`config.mk`:
```
export PLATFORM = sky130hd
export DESIGN_NAME = controller_label_marquee
export DESIGN_NICKNAME = d
export VERILOG_FILES = /design/src/rtl/ctrl_disp_pkg.sv /design/src/rtl/tick_gen.sv /design/src/rtl/controller_label_marquee.sv
export SDC_FILE = /design/constraint.sdc
export NUM_CORES = 1
export LEC_CHECK = 0
export ABC_AREA = 0
export BUFFER_PORTS_ARGS = -buffer_cell sky130_fd_sc_hd__buf_2
export CORE_MARGIN = 1.5
export CORE_UTILIZATION = 45
export DETAILED_ROUTE_END_ITERATION = 16
export HOLD_SLACK_MARGIN = 0.03
export PLACE_DENSITY = 0.65
export SYNTH_ARGS = -nofsm -noshare
export SYNTH_HDL_FRONTEND = slang
export SYNTH_SLANG_ARGS = --single-unit
```
`constraint.sdc`:
```
create_clock -name clk -period 9 [get_ports clk]
set_input_delay 1.8 -clock clk [delete_from_list [all_inputs] [get_ports clk]]
set_output_delay 1.8 -clock clk [all_outputs]
set_load 0.1 [all_outputs]
```
`src/rtl/ctrl_disp_pkg.sv`:
```
// Shared glyphs, label ROM and state encodings for the controller label marquee.
package ctrl_disp_pkg;

  localparam int MAX_LABEL_LEN = 4;
  localparam int LEN_W         = 3;
  localparam int BLINK_PHASES  = 6;

  localparam logic [6:0] GLYPH_N     = 7'b100_1000;
  localparam logic [6:0] GLYPH_E     = 7'b000_0110;
  localparam logic [6:0] GLYPH_S     = 7'b001_0010;
  localparam logic [6:0] GLYPH_G     = 7'b100_0010;
  localparam logic [6:0] GLYPH_A     = 7'b000_1000;
  localparam logic [6:0] GLYPH_BLANK = 7'b111_1111;

  typedef enum logic [1:0] {
    SEL_NES  = 2'b00,
    SEL_SNES = 2'b01,
    SEL_SEGA = 2'b10,
    SEL_NONE = 2'b11
  } ctrl_sel_t;

  typedef enum logic [1:0] {
    ST_STEADY = 2'b00,
    ST_BLINK  = 2'b01,
    ST_SCROLL = 2'b10
  } disp_state_t;

  // chars[0] is the first character of the label
  typedef struct packed {
    logic [LEN_W-1:0]                len;
    logic [MAX_LABEL_LEN-1:0][6:0]   chars;
  } label_t;

  localparam label_t LABEL_NES  = {3'd3, GLYPH_BLANK, GLYPH_S, GLYPH_E, GLYPH_N};
  localparam label_t LABEL_SNES = {3'd4, GLYPH_S, GLYPH_E, GLYPH_N, GLYPH_S};
  localparam label_t LABEL_SEGA = {3'd4, GLYPH_A, GLYPH_G, GLYPH_E, GLYPH_S};
  localparam label_t LABEL_NONE = {3'd0, GLYPH_BLANK, GLYPH_BLANK, GLYPH_BLANK, GLYPH_BLANK};

  function automatic label_t label_rom(input ctrl_sel_t s);
    label_t l;
    case (s)
      SEL_NES:  l = LABEL_NES;
      SEL_SNES: l = LABEL_SNES;
      SEL_SEGA: l = LABEL_SEGA;
      SEL_NONE: l = LABEL_NONE;
      default:  l = LABEL_NONE;
    endcase
    return l;
  endfunction

endpackage

```
`src/rtl/tick_gen.sv`:
```
// Free-running prescaler: one-cycle tick every TICK_CYCLES clocks, restartable by clr.
module tick_gen #(
  parameter int TICK_CYCLES = 12_500_000
) (
  input  logic clk,
  input  logic reset_n,
  input  logic clr,
  output logic tick
);

  localparam int CNT_W = (TICK_CYCLES > 1) ? $clog2(TICK_CYCLES) : 1;
  localparam logic [CNT_W-1:0] CNT_LAST = CNT_W'(TICK_CYCLES - 1);

  logic [CNT_W-1:0] cnt_r;

  // cycle counter, wraps at CNT_LAST or restarts on clr
  always_ff @(posedge clk or negedge reset_n) begin
    if (!reset_n) begin
      cnt_r <= {CNT_W{1'b0}};
    end else if (clr || (cnt_r == CNT_LAST)) begin
      cnt_r <= {CNT_W{1'b0}};
    end else begin
      cnt_r <= cnt_r + 1'b1;
    end
  end

  assign tick = (cnt_r == CNT_LAST) && !clr;

endmodule

```
`src/rtl/controller_label_marquee.sv`:
```
// Shows the selected controller name on a 7-segment row: blinks on change,
// then holds steady or scrolls it as a marquee.
module controller_label_marquee
  import ctrl_disp_pkg::*;
#(
  parameter int NUM_DIGITS  = 6,
  parameter int TICK_CYCLES = 12_500_000
) (
  input  logic                       clk,
  input  logic                       reset_n,
  input  logic [1:0]                 sel,
  input  logic                       scroll_en,
  output logic [NUM_DIGITS-1:0][6:0] seg,
  output logic                       blinking
);

  localparam int P_MAX  = MAX_LABEL_LEN + NUM_DIGITS;
  localparam int OFF_W  = $clog2(P_MAX);
  localparam int PH_W   = $clog2(BLINK_PHASES);
  localparam int IDX_W  = $clog2(2 * P_MAX);
  localparam int CHR_W  = $clog2(MAX_LABEL_LEN);
  localparam logic [PH_W-1:0] PHASE_LAST = 3'd5;

  ctrl_sel_t                           sel_q_r;
  disp_state_t                         state_r;
  logic [OFF_W-1:0]                    offset_r;
  logic [PH_W-1:0]                     phase_r;
  logic [NUM_DIGITS-1:0][6:0]          seg_r;

  logic                                tick_s;
  logic                                sel_chg_s;
  label_t                              label_s;
  logic [IDX_W-1:0]                    plen_s;
  logic [OFF_W-1:0]                    show_off_s;
  logic                                show_s;
  logic [NUM_DIGITS-1:0][IDX_W-1:0]    idx_s;
  logic [NUM_DIGITS-1:0][6:0]          seg_next_s;

  assign sel_chg_s = (ctrl_sel_t'(sel) != sel_q_r);
  assign label_s   = label_rom(sel_q_r);
  assign plen_s    = IDX_W'(label_s.len) + IDX_W'(NUM_DIGITS);

  tick_gen #(
    .TICK_CYCLES (TICK_CYCLES)
  ) u_tick_gen (
    .clk     (clk),
    .reset_n (reset_n),
    .clr     (sel_chg_s),
    .tick    (tick_s)
  );

  // display FSM; a selector change overrides every other transition
  always_ff @(posedge clk or negedge reset_n) begin
    if (!reset_n) begin
      sel_q_r  <= SEL_NONE;
      state_r  <= ST_STEADY;
      offset_r <= {OFF_W{1'b0}};
      phase_r  <= {PH_W{1'b0}};
    end else begin
      sel_q_r <= ctrl_sel_t'(sel);
      if (sel_chg_s) begin
        state_r  <= ST_BLINK;
        offset_r <= {OFF_W{1'b0}};
        phase_r  <= {PH_W{1'b0}};
      end else begin
        case (state_r)
          ST_STEADY: begin
            offset_r <= {OFF_W{1'b0}};
            if (scroll_en) begin
              state_r <= ST_SCROLL;
            end
          end
          ST_BLINK: begin
            offset_r <= {OFF_W{1'b0}};
            if (tick_s) begin
              if (phase_r == PHASE_LAST) begin
                phase_r <= {PH_W{1'b0}};
                state_r <= scroll_en ? ST_SCROLL : ST_STEADY;
              end else begin
                phase_r <= phase_r + 1'b1;
              end
            end
          end
          ST_SCROLL: begin
            if (!scroll_en) begin
              state_r  <= ST_STEADY;
              offset_r <= {OFF_W{1'b0}};
            end else if (tick_s) begin
              if (IDX_W'(offset_r) == (plen_s - 1'b1)) begin
                offset_r <= {OFF_W{1'b0}};
              end else begin
                offset_r <= offset_r + 1'b1;
              end
            end
          end
          default: begin
            state_r  <= ST_STEADY;
            offset_r <= {OFF_W{1'b0}};
            phase_r  <= {PH_W{1'b0}};
          end
        endcase
      end
    end
  end

  // window into the label-plus-blanks string; sum stays below 2*P so one subtract wraps it
  always_comb begin
    seg_next_s = {NUM_DIGITS{GLYPH_BLANK}};
    idx_s      = {(NUM_DIGITS*IDX_W){1'b0}};
    show_off_s = {OFF_W{1'b0}};
    show_s     = 1'b0;
    case (state_r)
      ST_STEADY: show_s = 1'b1;
      ST_BLINK:  show_s = phase_r[0];
      ST_SCROLL: begin
        show_s     = 1'b1;
        show_off_s = offset_r;
      end
      default:   show_s = 1'b0;
    endcase
    for (int i = 0; i < NUM_DIGITS; i++) begin
      idx_s[i] = IDX_W'(show_off_s) + IDX_W'(i);
      if (idx_s[i] >= plen_s) begin
        idx_s[i] = idx_s[i] - plen_s;
      end else begin
        idx_s[i] = idx_s[i];
      end
      if (show_s && (idx_s[i] < IDX_W'(label_s.len))) begin
        seg_next_s[i] = label_s.chars[idx_s[i][CHR_W-1:0]];
      end else begin
        seg_next_s[i] = GLYPH_BLANK;
      end
    end
  end

  // segment output register
  always_ff @(posedge clk or negedge reset_n) begin
    if (!reset_n) begin
      seg_r <= {NUM_DIGITS{GLYPH_BLANK}};
    end else begin
      seg_r <= seg_next_s;
    end
  end

  assign seg      = seg_r;
  assign blinking = (state_r == ST_BLINK);

endmodule

```
==> flow_metrics.env <==
export IMPL_outcome="finished, final reports clean"
export IMPL_clk_latency_ns=0.34
export IMPL_grt_max_degree=72
export IMPL_ctsResizeCount=0
export IMPL_htreeDepth=3
export IMPL_synth_top_area_share_pct=17.0
export IMPL_required_ns=9.26
export IMPL_reg2reg_depth=14
export IMPL_wl_per_cell_um=16.6
export IMPL_dieArea_um2=13800
export IMPL_slowest_stage="ha_1"
export IMPL_fin_util_pct=51.3
export IMPL_clock_skew_ns=0.00657
export IMPL_synth_edf_count=0
export IMPL_p_leak_nw=2.64
export IMPL_slowest_delay_ns=0.85
export IMPL_syn_inst=692
export IMPL_p_seq_share_pct=40.2
export IMPL_initial_core_util_pct=46.5
export IMPL_post_cts_buffers=0
export IMPL_yosys_register_bits=71
export IMPL_cts_buffer_depth=2
export IMPL_r2r_slack_ns=3.12
export IMPL_power_internal_uw=585
export IMPL_postRouteAntennaNets=0
export IMPL_cts_hold_buf=0
export IMPL_antenna_found_initial=0
export IMPL_area_growth_pct=10.4
export IMPL_vias_per_cell=5.85
export IMPL_p_per_area_nw_per_um2=124
export IMPL_dr_first_iter_drc_count=447
export IMPL_synth_compound_area_share_pct=20.3
export IMPL_p_switching_uw=222
export IMPL_ios=48
export IMPL_place_gp_congestion=0.940
export IMPL_synth_top_family_by_area="simple AND/OR/NAND/NOR gates"
export IMPL_drive_above_1_share_pct=18.7
export IMPL_placed_area_um2=6200
export IMPL_diodes=0
export IMPL_routed_via_count=5226
export IMPL_slew_violations=0
export IMPL_clkPwrFrac_pct=44.4
export IMPL_hold_path_class="register to register"
export IMPL_grt_total_usage_pct=22.2
export IMPL_criticalPathCategory="register to register"
export IMPL_end_kind="register"
export IMPL_ys_seq_area_share_pct=31.0
export IMPL_syn_nets=743
export IMPL_synth_fa_ha_area_share_pct=10.3
export IMPL_drt_total_wl_mm=14.9
export IMPL_nets=768
export IMPL_grt_pass1_wl_mm=24.9
export IMPL_cp_max_fo=24
export IMPL_maxSlewHeadroom_pct=13.8
export IMPL_cts_root_buf="clkbuf_16"
export IMPL_synth_largest_area_cell="dfstp_2"
export IMPL_dr_pass1_iters=5
export IMPL_timing_fmax_mhz=170
export IMPL_switching_share_pct=27.5
export IMPL_drc_errors=0
export IMPL_clkTransAtPathRegs_ns=0.06
export IMPL_cap_violations=0
export IMPL_first_global_vias=4900
export IMPL_whs_path_depth=1
export IMPL_numCtsBuffers=9
export IMPL_syn_avg_cell_area_um2=8.51
export IMPL_grt_ovfl_total=0
export IMPL_async_flop_share_pct=100
export IMPL_critPathArrivalTime_ns=6.13
export IMPL_netlist_area_um2=5890
export IMPL_comb_power_share_pct=15.4
export IMPL_ir_worst_vdd_mv=0.0620
export IMPL_setup_tns_ns=0
export IMPL_final_area_um2=6500
export IMPL_tritoncts="done"
export IMPL_core_um2=12700
export IMPL_worst_slew_pin_slew_ns=1.26
export IMPL_rsz0062_at_grt="no"
export IMPL_fin_crit_ns=5.88
export IMPL_io_buffers=47
export IMPL_setup_viol=0
export IMPL_startpoint_type="register"
export IMPL_rows=41
export IMPL_cts_sinks=71
export IMPL_muxShareOfSynthArea_pct=5.14
export IMPL_synth_xor_area_share_pct=6.40
export IMPL_finalHoldViolations=0
export IMPL_synth_simple_area_share_pct=21.0
export IMPL_ys_warn_count=0
export IMPL_die_h_um=117
export IMPL_path_cells="nor2b_1 -> and2_1 -> inv_1 -> ha_1 -> and4b_1 -> a211oi_1 -> nor2b_1 -> mux2i_1 -> inv_1 -> ha_1 -> a21oi_1 -> o311ai_0 -> a311oi_2 -> or4b_1"
export IMPL_finalCritPeriodShare_pct=65.3
export IMPL_synth_cell_type_count=79
export IMPL_synthTopCellsByArea="dfstp_2 17%, dfrtp_1 14%, ha_1 8.9%"
export IMPL_place_detailed_hpwl_mm=10.8
export IMPL_yosys_most_used_dff="dfstp_2"
export IMPL_die_w_um=117
==> cell families after synthesis <==
family | count (synthesis)
and+or+nand+nor | 248
AOI/OAI and AO/OA | 174
muxes | 28
adders and majority gates | 46
xor gates and xnor gates | 43
buffers and inverters | 82
DFF | 71
==> cell usage after synthesis, types with 14 or more instances <==
library cell	count
nand3_1	22
o21ai_0	37
dfstp_2	38
xnor2_1	21
nand2b_1	14
ha_1	42
inv_1	37
xor2_1	22
o211ai_1	18
clkbuf_1	19
dfrtp_1	33
nor2_1	73
a21oi_1	44
mux2i_1	21
nand2_1	69
==> stage by stage <==
| stage | worst slack [ns] | hold WS, ns | cells | total power [mW] |
|---|---|---|---|---|
| 2_1_floorplan | 4.47 | 0.424 | 692 | 0.417 |
| 3_3_place_gp | 3.44 | 0.440 | 878 | 0.448 |
| 3_5_place_dp | 3.25 | 0.458 | 878 | 0.452 |
| 4_1_cts | 3.22 | 0.465 | 894 | 0.813 |
| 5_1_grt | 2.68 | 0.482 | 894 | 0.843 |
| 6_report | 3.12 | 0.470 | 894 | 0.807 |
==> registers in the layout (all words and copies together) (netlist names) <==
register          flops
sel_q_r               2
phase_r               3
seg                  36
state_r               2
offset_r              4
u_tick_gen.cnt_r     24
==> power groups by stage <==
| stage | sequential, mW | clock, mW | combinational, mW |
|---|---|---|---|
| final | 0.324 | 0.359 | 0.124 |
| after global routing | 0.324 | 0.380 | 0.138 |
| after CTS | 0.324 | 0.366 | 0.123 |
| after detailed placement | 0.329 | 0 | 0.122 |
| after global placement | 0.329 | 0 | 0.120 |
| after floorplan | 0.328 | 0 | 0.0893 |
==> path summary, 6_finish.rpt <==
check | start | endpoint
min | u_tick_gen.cnt_r[0]$_DFF_PN0_ | u_tick_gen.cnt_r[0]$_DFF_PN0_
max reg2reg | state_r[1]$_DFFE_PN0P_ | seg[13]$_DFF_PN1_
max | state_r[1]$_DFFE_PN0P_ | seg[13]$_DFF_PN1_
max in group asynchronous | reset_n | offset_r[3]$_DFFE_PN0P_
min reg2reg | u_tick_gen.cnt_r[0]$_DFF_PN0_ | u_tick_gen.cnt_r[0]$_DFF_PN0_
min in group asynchronous | reset_n | u_tick_gen.cnt_r[13]$_DFF_PN0_
==> routing by layer <==
metal	global-route usage (%)	vias to the layer above	routed length [µm]
li1	-	2520	-
met1	29.6	2527	6880
met3	4.09	24	714
met2	36.2	155	6970
met5	0	-	0
met4	7.72	0	295
==> cells in the final DEF, fill, tap and decap left out, types with 6 or more instances in the layout <==
cell type	instances
buf_2	47
nor3_1	13
ha_1	42
dfstp_2	38
o211ai_1	18
clkbuf_16	9
inv_1	37
xor2_1	22
xnor2_1	21
nand4_1	7
nor2_1	73
a211oi_1	7
nand3_1	22
dfrtp_1	33
nor2b_1	9
mux2i_1	21
a31oi_1	9
nand2b_1	14
a21o_1	6
nand2_1	69
a21oi_1	44
o21ai_0	37
buf_4	7
==> worst max-delay path, delay by kind of cell (launching register included) <==
kind                     cells  cell delay [ns]
buffers and inverters        2             0.27
AND/OR/NAND/NOR              5             2.21
AO/OA/AOI/OAI                4             1.00
adder cells (fa/ha/maj)      2             1.10
flip-flops                   1             0.54
multiplexers                 1             0.67
==> area by class of cell <==
type	instances	area (µm²)
Clock buffer	10	239
Clock inverter	6	60.1
Fill cell	1194	6170
Inverter	42	158
Multi-Input combinational cell	539	3710
Sequential cell	71	1820
Tap cell	172	215
Timing Repair Buffer	54	288
(Power assumes the default switching activity.)
